## src/rtl/mem_port_arbiter.sv

```systemverilog
// Three-requester arbiter (MMU, DBUS, IF) in front of a single memory port,
// with anti-starvation for instruction fetch and a watchdog on memory completion.
module mem_port_arbiter #(
   parameter int TIMEOUT    = 15,
   parameter int STARVE_MAX = 4
) (
   input  logic        clk,
   input  logic        rst_n,
   input  logic        if_req_i,
   input  logic [31:0] if_addr_i,
   input  logic        mmu_req_i,
   input  logic [31:0] mmu_addr_i,
   input  logic        dbus_req_i,
   input  logic [31:0] dbus_addr_i,
   input  logic        dbus_we_i,
   input  logic [3:0]  dbus_be_i,
   input  logic [31:0] dbus_wdata_i,
   output logic        if_ack_o,
   output logic        mmu_ack_o,
   output logic        dbus_ack_o,
   output logic [31:0] rdata_o,
   output logic        mem_req_o,
   output logic [31:0] mem_addr_o,
   output logic        mem_we_o,
   output logic [3:0]  mem_be_o,
   output logic [31:0] mem_wdata_o,
   input  logic        mem_ack_i,
   input  logic [31:0] mem_rdata_i,
   output logic        err_timeout_o
);

   typedef enum logic [1:0] {IDLE, ACCESS, DONE} state_t;
   typedef enum logic [1:0] {GNT_IF, GNT_MMU, GNT_DBUS} gnt_t;

   localparam int TW = (TIMEOUT    > 1) ? $clog2(TIMEOUT + 1)    : 1;
   localparam int SW = (STARVE_MAX > 1) ? $clog2(STARVE_MAX + 1) : 1;
   localparam logic [TW-1:0] TO_LAST     = TW'(TIMEOUT - 1);
   localparam logic [SW-1:0] STARVE_FULL = SW'(STARVE_MAX);

   state_t        state_q, state_d;
   gnt_t          gnt_q, gnt_sel;
   logic [31:0]   addr_q, wdata_q, rdata_q;
   logic          we_q, err_q;
   logic [3:0]    be_q;
   logic [TW-1:0] tcnt_q;
   logic [SW-1:0] starve_q;
   logic          any_req, timed_out;

   // NOTE: every signal written here gets a default first so no latch is inferred.
   always_comb begin
      state_d   = state_q;
      gnt_sel   = GNT_IF;
      any_req   = if_req_i | mmu_req_i | dbus_req_i;
      timed_out = (state_q == ACCESS) && !mem_ack_i && (tcnt_q == TO_LAST);

      if (if_req_i && starve_q == STARVE_FULL) gnt_sel = GNT_IF;
      else if (mmu_req_i)                      gnt_sel = GNT_MMU;
      else if (dbus_req_i)                     gnt_sel = GNT_DBUS;

      case (state_q)
         IDLE:    if (any_req) state_d = ACCESS;
         ACCESS:  if (mem_ack_i || timed_out) state_d = DONE;
         DONE:    state_d = IDLE;
         default: state_d = IDLE;
      endcase
   end

   // NOTE: sequential state uses non-blocking assignments so all registers update together.
   always_ff @(posedge clk or negedge rst_n) begin
      if (!rst_n) begin
         state_q  <= IDLE;
         gnt_q    <= GNT_IF;
         addr_q   <= '0;
         we_q     <= 1'b0;
         be_q     <= '0;
         wdata_q  <= '0;
         rdata_q  <= '0;
         tcnt_q   <= '0;
         starve_q <= '0;
         err_q    <= 1'b0;
      end else begin
         state_q <= state_d;
         err_q   <= timed_out;
         case (state_q)
            IDLE: begin
               if (any_req) begin
                  gnt_q  <= gnt_sel;
                  tcnt_q <= '0;
                  if (gnt_sel == GNT_DBUS) begin
                     addr_q  <= dbus_addr_i;
                     we_q    <= dbus_we_i;
                     be_q    <= dbus_be_i;
                     wdata_q <= dbus_wdata_i;
                  end else begin
                     addr_q  <= (gnt_sel == GNT_MMU) ? mmu_addr_i : if_addr_i;
                     we_q    <= 1'b0;
                     be_q    <= 4'hF;
                     wdata_q <= '0;
                  end
                  if (gnt_sel == GNT_IF)
                     starve_q <= '0;
                  else if (if_req_i && starve_q != STARVE_FULL)
                     starve_q <= starve_q + 1'b1;
               end
            end
            ACCESS: begin
               if (mem_ack_i)      rdata_q <= mem_rdata_i;
               else if (timed_out) rdata_q <= '0;
               else                tcnt_q  <= tcnt_q + 1'b1;
            end
            default: ;
         endcase
      end
   end

   // Memory-side fields are only driven while a transaction is in flight.
   assign mem_req_o     = (state_q == ACCESS);
   assign mem_addr_o    = mem_req_o ? {addr_q[31:2], 2'b00} : '0;
   assign mem_we_o      = mem_req_o & we_q;
   assign mem_be_o      = mem_req_o ? be_q : '0;
   assign mem_wdata_o   = mem_req_o ? wdata_q : '0;

   assign if_ack_o      = (state_q == DONE) && (gnt_q == GNT_IF);
   assign mmu_ack_o     = (state_q == DONE) && (gnt_q == GNT_MMU);
   assign dbus_ack_o    = (state_q == DONE) && (gnt_q == GNT_DBUS);
   assign rdata_o       = (state_q == DONE) ? rdata_q : '0;
   assign err_timeout_o = err_q;

endmodule

```

## config.mk

```make
export PLATFORM = sky130hd
export DESIGN_NAME = mem_port_arbiter
export DESIGN_NICKNAME = d
export VERILOG_FILES = /design/src/rtl/mem_port_arbiter.sv
export SDC_FILE = /design/constraint.sdc
export NUM_CORES = 1
export LEC_CHECK = 0
export CAP_MARGIN = 0
export CORE_UTILIZATION = 46
export CTS_CLUSTER_DIAMETER = 200
export DETAILED_ROUTE_END_ITERATION = 10
export PLACE_DENSITY_LB_ADDON = 0.25
export SLEW_MARGIN = 20
export SYNTH_ARGS = -nofsm -noshare
export SYNTH_HDL_FRONTEND = slang
export SYNTH_SLANG_ARGS = --single-unit
export TNS_END_PERCENT = 50
```

## constraint.sdc

```tcl
create_clock -name clk -period 2.7 [get_ports clk]
set_clock_uncertainty 0.15 [all_clocks]
set_input_delay 0.54 -clock clk [delete_from_list [all_inputs] [get_ports clk]]
set_output_delay 0.54 -clock clk [all_outputs]
set_load 0.01 [all_outputs]
```

==> metrics.cfg <==
[cts]
clk_pin_slew_ps=70
htree_levels=3
root_buffer=clkbuf_16
insertion_delay_ps=340
cts_buffer_depth=2
cts_buffers=9
clock_sinks=111
cts_tree=done

[detailed_routing]
drcViolationCount=0
routed_wl_um=19200
drt_first_pass_iters=4
drt-initial-drc-count=337
ant_nets=0
vias=5786
vias_per_cell=5.723
wire_per_inst_um=18.99

[die]
ios=277
rows=42
die_height_um=118.1
initial_core_util_pct=47.03
fp.coreArea_sq_um=13190
dieArea_sq_um=13950
die_w_um=118.1

[logic_synthesis]
yosysUniqueCellTypes=36
synth.most_common_cell=dfrtp_1
ys_top_cells_by_area=dfrtp_1 (45%), and2_1 (10%), a22o_1 (9.2%), mux2i_1 (5.2%), o211a_1 (4.8%)
synth_common_cells=dfrtp_1 (111), and2_1 (100), a22o_1 (65)
seq_area_frac_synth_pct=44.78
synthFlopType=dfrtp_1
syn_avg_cell_area_sq_um=10.53
synth_edf_count=0
syn_inst=589
yosys_warnings=0
synthArstFlopShare_pct=100.0
syn-cell-area_sq_um=6203
ys_ff_latch=111
synth_top_cell_by_area=dfrtp_1
synth_top_area_share_pct=44.78

[placed_design]
pre_cts_slack_ps=177.4
hpwl_um=13200
io_buffers=268
placed_cells=992
gp_congestion=0.8710

[sta]
setup_ws_ps=79.49
period_share_pct=97.06
min_period_ps=2621
finalHoldViolCount=0
fmax_mhz=381.6
worst_slew_pin_slew_ps=642.3
setup_viol=0
setup-tns-final_ps=0
relSlewSlack_pct=57.13
maxSlewViolCount=0

[hold_path]
hp-class=reg -> reg

[layout]
syn_to_final_growth_pct=52.84
fin_nets=1005
fill_cells=951
instances_no_fill=1011
drive_above_1_share_pct=6.826
antenna_cells=0
final_util_pct=71.88

[flow_run]
maxCapViolCount=0

[worst_setup_path]
end_kind=primary output
crit_required_ps=2010
startpoint_type=flip-flop
worstPathMaxFanout=32
cp.arrival_ps=1930
critPathKind=reg -> out

[grt]
globalRouteOverflowTotal=0
track_usage_pct=27.79
grt_pass1_wl_um=31020
grt_max_degree=51
antenna_found_initial=0
grt_pass1_vias=6023

[pwr]
ir_worst_vdd_v=0.0005407
total_power_w=0.008253
p_leak_nw=4.193
power.density_nw_per_um2=870.4

[run_status]
status=finished, final reports clean

[state kept, by name, indices dropped and copies added (netlist names)]
name / flops
wdata_q: 32
gnt_q: 2
state_q: 2
addr_q: 30
starve_q: 3
err_timeout_o: 1
tcnt_q: 4
rdata_q: 32
be_q: 4
we_q: 1
[cells by family after synthesis]
kind of cell	share of synthesized area (%)
adder cells (fa/ha/maj)	0.8068
AND/OR/NAND/NOR	19.34
flip-flops	44.78
buffers and inverters	5.405
other	0.06045
AO/OA/AOI/OAI	24.45
multiplexers	5.163
[path summary, 6_finish.rpt]
kind / slack (ps) / from / cells after the start / end
worst max-delay path: 80 / state_q[0] / 4 / rdata_o[7]
worst min-delay path: 330 / addr_q[2] / 1 / addr_q[2]
worst max register to register: 680 / state_q[1] / 5 / addr_q[28]
worst min register to register: 330 / addr_q[2] / 1 / addr_q[2]
max in group asynchronous: 1310 / rst_n / 3 / addr_q[15]
min in group asynchronous: 490 / rst_n / 2 / addr_q[10]
[through the flow]
stage | area, sq um | hold WS, ps
after floorplan | 6207 | 94.41
after global placement | 9057 | 314.6
after detailed placement | 9057 | 316.1
after global routing | 9482 | 353.0
after CTS | 9459 | 337.6
final | 9482 | 333.8
[routing by layer]
metal / GRT usage, % / up-vias / routed length, um
li1: - / 2676 / -
met1: 35.06 / 2835 / 8044
met2: 46.36 / 241 / 9342
met3: 6.757 / 34 / 1386
met4: 9.856 / 0 / 430
met5: 0 / - / 0
[cell type report]
cell class	instances	area, sq um	share of cell area (%)
multi-input combinational	404	3109	32.79
timing repair buffer	297	2999	31.63
sequential	111	2779	29.31
clock buffer	9	225.2	2.375
tap	176	220.2	2.323
clock inverter	7	117.6	1.240
inverter	7	31.28	0.3299
[where the power goes]
part | internal (W) | switching, W | total [W]
Combinational | 0.00207 | 0.00191 | 0.00399
Clock | 0.000911 | 0.000613 | 0.00152
Sequential | 0.00236 | 0.000384 | 0.00274
Total | 0.00534 | 0.00291 | 0.00825
[critical path: stages, from the launching register on]
cell and delay, ps:
dfrtp_2 450, nor2b_1 170, buf_6 240, and2_1 170, clkdlybuf4s50_1 550
[cells in the final DEF, fill, tap and decap left out, types with 4 or more instances in the layout]
master	n
inv_1	6
dfrtp_1	110
and2_1	99
buf_4	21
nand2_1	4
nand2b_1	32
dlymetal6s2s_1	6
o21ai_0	7
buf_12	5
o2bb2ai_1	30
nor3_1	4
o211a_1	30
mux2i_1	32
o22a_1	4
clkbuf_16	9
nand3_1	7
o311ai_0	30
nand4_1	31
a22o_1	65
clkdlybuf4s50_1	259
ha_1	4
[repair_timing]
| action | 4_1_cts | 5_1_grt |
|---|---|---|
| gates cloned | 1 | 0 |
| resized for setup | 7 | 8 |
| endpoints found under the setup margin | 68 | 69 |
| hold endpoints to repair | 24 | 0 |
| setup buffers | 1 | 0 |
| hold buffers | 1 | 0 |
(Power assumes the default switching activity.)
